**src/rtl/aes_cmd_sequencer.sv**
```systemverilog
// rtl/aes_cmd_sequencer.sv - UART frame command sequencer driving the AES core ld/done handshake.
// Optional AES_SEQ_AUTO_REPLY_EN: send the ciphertext reply automatically when the core finishes.
module aes_cmd_sequencer #(
  parameter int TIMEOUT_CYCLES = 64,
  parameter int CNT_W          = 8
) (
  input  logic           clk,
  input  logic           rst,
  input  logic [143:0]   rx_frame,
  input  logic           rx_valid,
  output logic [143:0]   tx_frame,
  output logic           tx_send,
  input  logic           tx_busy,
  output logic [127:0]   aes_key,
  output logic [127:0]   aes_text_in,
  output logic           aes_ld,
  input  logic           aes_done,
  input  logic [127:0]   aes_text_out,
  output logic           busy,
  output logic           err,
  output logic [CNT_W-1:0] drop_cnt
);

  localparam int TMO_W = $clog2(TIMEOUT_CYCLES + 1);
  localparam logic [TMO_W-1:0] TMO_LAST = TMO_W'(TIMEOUT_CYCLES - 1);

  localparam logic [1:0] S_IDLE  = 2'd0;
  localparam logic [1:0] S_LOAD  = 2'd1;
  localparam logic [1:0] S_WAIT  = 2'd2;
  localparam logic [1:0] S_REPLY = 2'd3;

  localparam logic [7:0] CH_C    = 8'h43;
  localparam logic [7:0] CH_D    = 8'h44;
  localparam logic [7:0] CH_E    = 8'h45;
  localparam logic [7:0] CH_B    = 8'h42;
  localparam logic [7:0] CH_S    = 8'h53;
  localparam logic [7:0] CH_X    = 8'h58;
  localparam logic [7:0] CH_NONE = 8'h21;

  logic [1:0]       state;
  logic [TMO_W-1:0] tmo_cnt;
  logic [127:0]     result;
  logic             result_valid;

  logic [7:0]   cmd;
  logic [7:0]   tail;
  logic [127:0] payload;
  logic         cmd_known;
  logic         accept;
  logic         drop;
  logic [7:0]   cnt8;
  logic [7:0]   status8;

  assign cmd     = rx_frame[7:0];
  assign tail    = rx_frame[143:136];
  assign payload = rx_frame[135:8];

  always_comb begin
    cmd_known = 1'b0;
    case (cmd)
      CH_C, CH_D, CH_E, CH_B, CH_S, CH_X: cmd_known = 1'b1;
      default:                            cmd_known = 1'b0;
    endcase
  end

  // Any strobe that is not a well-formed, known command seen in IDLE is counted as a drop.
  assign accept  = rx_valid && (state == S_IDLE) && (tail == cmd) && cmd_known;
  assign drop    = rx_valid && !accept;

  assign cnt8    = 8'(drop_cnt);
  assign status8 = {5'b0, busy, result_valid, err};

  assign busy    = (state != S_IDLE);
  assign aes_ld  = (state == S_LOAD);
  assign tx_send = (state == S_REPLY) && !tx_busy;

  always_ff @(posedge clk or negedge rst) begin
    if (!rst) begin
      state        <= S_IDLE;
      tmo_cnt      <= '0;
      result       <= '0;
      result_valid <= 1'b0;
      err          <= 1'b0;
      drop_cnt     <= '0;
      aes_key      <= '0;
      aes_text_in  <= '0;
      tx_frame     <= '0;
    end else begin
      if (accept && (cmd == CH_X)) begin
        drop_cnt <= '0;
      end else if (drop && (drop_cnt != {CNT_W{1'b1}})) begin
        drop_cnt <= drop_cnt + CNT_W'(1);
      end

      case (state)
        S_IDLE: begin
          if (accept) begin
            case (cmd)
              CH_C: aes_key     <= payload;
              CH_D: aes_text_in <= payload;
              CH_E: begin
                result_valid <= 1'b0;
                state        <= S_LOAD;
              end
              CH_B: begin
                tx_frame <= result_valid ? {CH_B, result, CH_B} : {CH_NONE, 128'h0, CH_NONE};
                state    <= S_REPLY;
              end
              CH_S: begin
                tx_frame <= {CH_S, 112'h0, cnt8, status8, CH_S};
                state    <= S_REPLY;
              end
              CH_X: err <= 1'b0;
              default: ;
            endcase
          end
        end
        S_LOAD: begin
          tmo_cnt <= '0;
          state   <= S_WAIT;
        end
        S_WAIT: begin
          tmo_cnt <= tmo_cnt + TMO_W'(1);
          // Completion takes priority over a timeout landing on the same cycle.
          if (aes_done) begin
            result       <= aes_text_out;
            result_valid <= 1'b1;
`ifdef AES_SEQ_AUTO_REPLY_EN
            tx_frame     <= {CH_B, aes_text_out, CH_B};
            state        <= S_REPLY;
`else
            state        <= S_IDLE;
`endif
          end else if (tmo_cnt == TMO_LAST) begin
            err   <= 1'b1;
            state <= S_IDLE;
          end
        end
        S_REPLY: begin
          if (!tx_busy) state <= S_IDLE;
        end
        default: state <= S_IDLE;
      endcase
    end
  end

endmodule

```
**config.mk**
```make
export PLATFORM = sky130hd
export DESIGN_NAME = aes_cmd_sequencer
export DESIGN_NICKNAME = d
export VERILOG_FILES = /design/src/rtl/aes_cmd_sequencer.sv
export SDC_FILE = /design/constraint.sdc
export NUM_CORES = 1
export LEC_CHECK = 0
export CAP_MARGIN = 20
export CORE_AREA = 10 10 258 260
export CTS_CLUSTER_SIZE = 25
export DETAILED_ROUTE_END_ITERATION = 16
export DIE_AREA = 0 0 268 270
export PLACE_DENSITY = 0.6
export SLEW_MARGIN = 10
export SYNTH_ARGS = -nofsm -noshare
export SYNTH_HDL_FRONTEND = slang
export SYNTH_SLANG_ARGS = --single-unit
```
**constraint.sdc**
```tcl
create_clock -name clk -period 3.2 [get_ports clk]
set_input_delay 0.64 -clock clk [delete_from_list [all_inputs] [get_ports clk]]
set_output_delay 0.64 -clock clk [all_outputs]
set_load 0.1 [all_outputs]
```
==> results.txt, run 1 <==
run status -> finished clean
Pwr Density -> 589 mW/mm2
WP data arrival -> 3.17 ns
Post-Syn Area -> 0.0203 mm2
per-cell routed wire length -> 24.7 um
Worst EP required -> 3.68 ns
RD Place Congestion -> 0.822
IO Port Bufs -> 682
fin crit period -> 2.69 ns
GR peak layer -> met2
first-pass GRT wire length -> 102000 um
CP Cell Sequence -> inv_1, ha_1, inv_1, nor3_1, buf_4, nand3_1, buf_4, o41ai_1, o311a_1, mux2_2
R2R Path End -> state[0]
initial core utilization -> 33.1%
clock sinks -> 535
synth unique cells -> 40
clk_skew -> 0.0248 ns
Fmax achieved -> 0.371 GHz
multi-input logic area -> 0.00637 mm2
CP startpoint kind -> register
Worst Hold Class -> register to register
mux share of post-synthesis cell area -> 21.9%
Worst setup EP type -> register
hold path start -> result[95]
global routing usage on met3 -> 9.33%
Most used DFF post-synth -> dfrtp_1
FF+latch area -> 0.0134 mm2
period utilization -> 84.2%
placed insts -> 2733
Synth Instances -> 1289
initial antenna violation count -> 27
CP top delay family -> compound AO/OA/AOI/OAI gates
total congestion overflow -> 0
CTS tree -> yes
largest family of logic cells by synthesized area -> multiplexers
CTS Buf Count -> 58
Std-Cell Rows -> 91
sequential share of the synthesized area -> 65.9%
max_cap viols -> 0
met1 Usage GRT -> 20.2%
highest-delay cell along the critical path -> dfrtp_1
CP Class -> register to register
Post-synth EDFFs -> 0
layout cell share with drive strength beyond 1 -> 36.0%
hold endpoint -> tx_frame[103]
DRC -> 0
xor/xnor share of the synthesized area -> 0.431%
GRT Util Overall -> 18.9%
post-DR vias/cell -> 4.78
Slew HR -> 57.1%
RSZ-0062 raised after global routing -> false
Synth Area in Compound Gates -> 6.35%
HPWL Detailed -> 54100 um
1st-pass router iterations -> 4
fraction of the mapped netlist area in adder cells -> 0.431%
CTS max path bufs -> 3
Slew @ Worst Pin -> 0.644 ns
die height -> 270 um
Worst-path clk slew -> 0.06 ns
clock latency on the worst-skew pair -> 0.60 ns
Hold Violations, Final -> 0
CTS resizes -> 0
Die X -> 268 um
filler instances -> 5440
simple-gate share of the synthesized area -> 2.06%
total number of vias -> 13600
synthesized area per cell -> 15.8 um2
CTS root buf -> clkbuf_16
Yosys reg bits -> 535
Post-layout nets -> 2288
static leakage -> 0.0150 uW
1st-iter DRT viols -> 797
final core occ -> 47.8%
setup TNS -> 0 ns
max-slew violations -> 0
vias in the first global route -> 14800
H-Tree Depth -> 2
Reg2Reg Depth -> 10
final wirelength -> 70300 um
Final Instance Count excl. Fillers -> 2849
worst-path fanout max -> 6
final setup fails -> 0
largest net degree at the start of global routing -> 115
most common cell after layout, fill and taps aside -> dfrtp_1
Worst VDD drop -> 390 uV
Syn-to-layout area delta -> 44.2%
met2 usage -> 32.9%
Synth warnings -> 0
WHS Path Cells -> 1
Tot Pwr -> 17300 uW
Synth async-reset ratio -> 100%
commonest cells after routing, fill and taps aside -> dfrtp_1, buf_4, clkdlybuf4s50_1
I/O pins -> 689
Die Area -> 0.0724 mm2
reg2reg setup slack -> 0.51 ns
Routed Antenna Nets -> 0
Placeable Area -> 0.0613 mm2
reg-to-reg startpoint -> state[1]
critical path startpoint -> state[1]
CP bufs+invs -> 4
Max stage delay on crit path -> 0.40 ns
[through the flow]
step | setup WS (ns) | hold WS (ns) | instance area [um2]
after global placement | -0.0974 | 0.466 | 27300
after floorplan | 0.373 | 0.344 | 20300
after detailed placement | -0.0459 | 0.471 | 27300
final | 0.507 | 0.478 | 29300
after CTS | 0.498 | 0.483 | 29200
after global routing | 0.343 | 0.496 | 29300
[where the power goes]
group          switching (uW)  internal [uW]
Combinational            1230           1230
Sequential                480           7640
Clock                    2720           3960
[synthesized netlist by cell type (2+ instances only)]
| library cell | number | area (um2) |
|---|---|---|
| mux2_2 | 178 | 2000 |
| clkbuf_1 | 31 | 116 |
| a222oi_1 | 9 | 90.1 |
| o22ai_1 | 3 | 18.8 |
| and3_1 | 6 | 37.5 |
| nand3_1 | 9 | 45.0 |
| buf_4 | 14 | 105 |
| nand2b_1 | 3 | 18.8 |
| inv_1 | 20 | 75.1 |
| a31oi_1 | 2 | 12.5 |
| buf_2 | 31 | 155 |
| buf_6 | 12 | 135 |
| nand2_1 | 22 | 82.6 |
| a22o_1 | 118 | 1030 |
| nor3_1 | 2 | 10.0 |
| nor2b_1 | 7 | 43.8 |
| o21ai_0 | 8 | 40.0 |
| a21oi_1 | 8 | 40.0 |
| nand4_1 | 6 | 37.5 |
| nor2_1 | 13 | 48.8 |
| dfrtp_1 | 535 | 13400 |
| mux2i_1 | 11 | 110 |
| mux2_1 | 207 | 2330 |
| xor2_1 | 10 | 87.6 |
| or3_1 | 3 | 18.8 |
| ha_1 | 7 | 87.6 |
[logic make-up (layout without fill, tap and decap cells)]
kind of cell / Yosys count / after routing
adders and majority gates: 7 / 7
xor gates and xnor gates: 10 / 10
muxes: 396 / 396
AOI/OAI and AO/OA: 154 / 154
DFF: 535 / 535
and+or+nand+nor: 78 / 78
buffers and inverters: 108 / 862
other: 1 / 17
[how the worst max path moves through the flow]
stage	end	slack, ns	cells past startpoint
5_1_grt	state[0]	0.34	10
3_3_place_gp	tx_frame[137]	-0.1	10
3_5_place_dp	tx_frame[137]	-0.05	10
2_1_floorplan	aes_text_in[107]	0.37	9
4_1_cts	state[0]	0.50	10
6_report	state[0]	0.51	10
[sequential cells by signal, summed over array words and instances (netlist names)]
register / flops
aes_key: 128
aes_text_in: 128
drop_cnt: 8
err: 1
result: 128
result_valid: 1
state: 2
tmo_cnt: 7
tx_frame: 132
[layer usage]
metal | vias up | share of wire (%)
li1 | 6071 | -
met1 | 6935 | 36
met2 | 508 | 50
met3 | 96 | 12
met4 | 20 | 1.9
met5 | - | 0.16
[final cells by class]
type / instances / share of cell area (%)
flip-flops and latches: 535 / 45.7
clock inverters: 16 / 0.581
clock buffers: 88 / 5.93
repair buffers: 738 / 22.3
inverters: 20 / 0.256
well taps: 790 / 3.38
diodes: 11 / 0.0940
multi-input cells: 651 / 21.8
[worst register-to-register path: stages, from the launching register on]
cell	delay, ns
dfrtp_1	0.40
inv_1	0.13
ha_1	0.31
inv_1	0.10
nor3_1	0.21
buf_4	0.18
nand3_1	0.12
buf_4	0.18
o41ai_1	0.34
o311a_1	0.27
mux2_2	0.35
[repair_timing]
action                     CTS  global route
hold endpoints to repair    38             0
setup buffers                0             0
hold buffers                 1             0
setup endpoints to repair    0             0
(Power assumes the default switching activity.)
==> run 2, diff against run 1 <==
--- a/config.mk
+++ b/config.mk
@@ -10,7 +10,7 @@
 export CTS_CLUSTER_SIZE = 25
 export DETAILED_ROUTE_END_ITERATION = 16
 export DIE_AREA = 0 0 268 270
-export PLACE_DENSITY = 0.6
+export PLACE_DENSITY = 0.63
 export SLEW_MARGIN = 10
 export SYNTH_ARGS = -nofsm -noshare
 export SYNTH_HDL_FRONTEND = slang
==> constraint.sdc (replaced) <==
create_clock -name clk -period 2.3 [get_ports clk]
set_input_delay 0.46 -clock clk [delete_from_list [all_inputs] [get_ports clk]]
set_output_delay 0.46 -clock clk [all_outputs]
set_load 0.1 [all_outputs]
==> run 2 against run 1 <==
Compared with the run above:
- maximum frequency increased by 16%
- the run now ends with negative setup slack left
- wire length decreased by 0.43%
- register-to-register slack got worse by 0.54 ns
- sequential power increased by 40%
- core utilization increased by 1.8 points
- hold slack got worse by 0.14 ns
- setup slack got worse by 0.54 ns
- critical endpoint is now aes_text_in[54]
- largest power group unchanged
- highest routed layer unchanged
==> results.txt, run 2 (same netlist as run 1, synthesis figures left out) <==
Worst EP required -> 2.77 ns
1st-iter DRT viols -> 757
Placeable Area -> 0.0613 mm2
Slew @ Worst Pin -> 0.564 ns
RD Place Congestion -> 0.837
initial core utilization -> 33.1%
per-cell routed wire length -> 24.1 um
WP data arrival -> 2.80 ns
clk_skew -> 0.0236 ns
Std-Cell Rows -> 91
Reg with most FFs -> tx_frame
CTS tree -> yes
IO Port Bufs -> 682
CTS Buf Count -> 59
Worst Hold Class -> primary input to async pin
CP startpoint kind -> register
commonest cells after routing, fill and taps aside -> dfrtp_1, buf_4, clkdlybuf4s50_1
Worst setup EP type -> register
max_cap viols -> 0
fin crit period -> 2.33 ns
HPWL Detailed -> 53800 um
max-slew violations -> 0
post-DR vias/cell -> 4.82
run status -> finished, violations left
Slew HR -> 62.3%
period utilization -> 101%
H-Tree Depth -> 2
1st-pass router iterations -> 5
Post-layout nets -> 2336
CP Class -> register to register
most common cell after layout, fill and taps aside -> dfrtp_1
DRC -> 0
vias in the first global route -> 15300
final setup margin -> -0.0303 ns
CTS root buf -> clkbuf_16
multi-input logic area -> 0.00677 mm2
reg2reg setup slack -> -0.03 ns
initial antenna violation count -> 29
FF+latch area -> 0.0134 mm2
filler instances -> 5292
I/O pins -> 689
Hold Violations, Final -> 0
worst-path fanout max -> 25
Worst-path clk slew -> 0.06 ns
max reg flops -> 132
Setup WS pre-CTS -> -0.592 ns
Post-CTS Setup Inserts -> 0
Syn-to-layout area delta -> 49.6%
RSZ-0062 raised after global routing -> true
Die X -> 268 um
Worst VDD drop -> 554 uV
GRT Util Overall -> 18.7%
CTS max path bufs -> 3
clock sinks -> 535
Cell Area, Placed -> 0.0281 mm2
die height -> 270 um
layout cell share with drive strength beyond 1 -> 40.9%
Routed Antenna Nets -> 0
Pwr Density -> 814 mW/mm2
total number of vias -> 14000
Die Area -> 0.0724 mm2
failing checks -> negative setup slack
Fmax achieved -> 0.429 GHz
Final Instance Area -> 0.0304 mm2
first-pass GRT wire length -> 103000 um
final setup fails -> 69
final wirelength -> 70000 um
clock latency on the worst-skew pair -> 0.61 ns
largest net degree at the start of global routing -> 91
static leakage -> 0.0155 uW
total congestion overflow -> 0
run 2: changes by cell type in the layout (fill, tap and decap cells not counted), sizes merged:
cell	before	now
buf	462	506
bufinv	3	4
clkbuf	88	91
clkinv	9	10
diode	11	14
inv	21	22
run 2: metal layers:
| metal | wire [um] | vias up | GRT usage (%) | share of wire [%] |
|---|---|---|---|---|
| li1 | - | 6165 | - | - |
| met1 | 26800 | 7154 | 21.5 | 38 |
| met2 | 33600 | 532 | 30.4 | 48 |
| met3 | 7570 | 113 | 8.56 | 11 |
| met4 | 1910 | 18 | 6.29 | 2.7 |
| met5 | 120 | - | 0 | 0.17 |
run 2: final cells by class:
type	instances	area share [%]
clock inverters	19	0.733
clock buffers	88	5.85
well taps	790	3.25
multi-input cells	651	22.3
flip-flops and latches	535	44.1
inverters	20	0.259
repair buffers	785	23.4
diodes	14	0.115
run 2: critical path, stage by stage, from the launching register on:
cell        delay, ns
dfrtp_1          0.39
inv_2            0.08
ha_4             0.15
clkinvlp_4       0.10
nor3_4           0.25
and3_4           0.22
and4b_4          0.24
buf_12           0.18
buf_16           0.22
mux2_1           0.35
run 2: what timing repair did:
action	in CTS	in global routing
hold buffers	1	0
resized for setup	15	25
cloned	0	3
setup endpoints to repair	143	242
endpoints found under the hold margin	24	0
pin swaps	1	2
run 2: worst paths after layout:
kind,end,start,depth (start not counted)
max,aes_text_in[54],state[1],9
min,aes_text_in[85],rst,2
max reg2reg,aes_text_in[54],state[1],9
min reg2reg,tx_frame[96],result[88],1
max in group asynchronous,tx_frame[127],rst,4
min in group clk,result[79],aes_text_out[79],2
run 2: through the flow:
step / power, uW / utilization, % / std cells / setup TNS (ns) / hold slack [ns]
6_report: 24700 / 49.6 / 2902 / -0.827 / 0.336
4_1_cts: 25100 / 49.2 / 2885 / -2.96 / 0.307
5_1_grt: 25900 / 49.6 / 2899 / -13.15 / 0.316
2_1_floorplan: 13600 / - / 1294 / -97.84 / 0.164
3_5_place_dp: 15300 / 45.8 / 2777 / -204.71 / 0.371
3_3_place_gp: 15100 / 45.8 / 2777 / -196.34 / 0.371
run 2: power by group:
| part | switching (uW) | internal, uW |
|---|---|---|
| Combinational | 1730 | 1970 |
| Clock | 3860 | 5770 |
| Sequential | 761 | 10600 |
| Total | 6360 | 18400 |
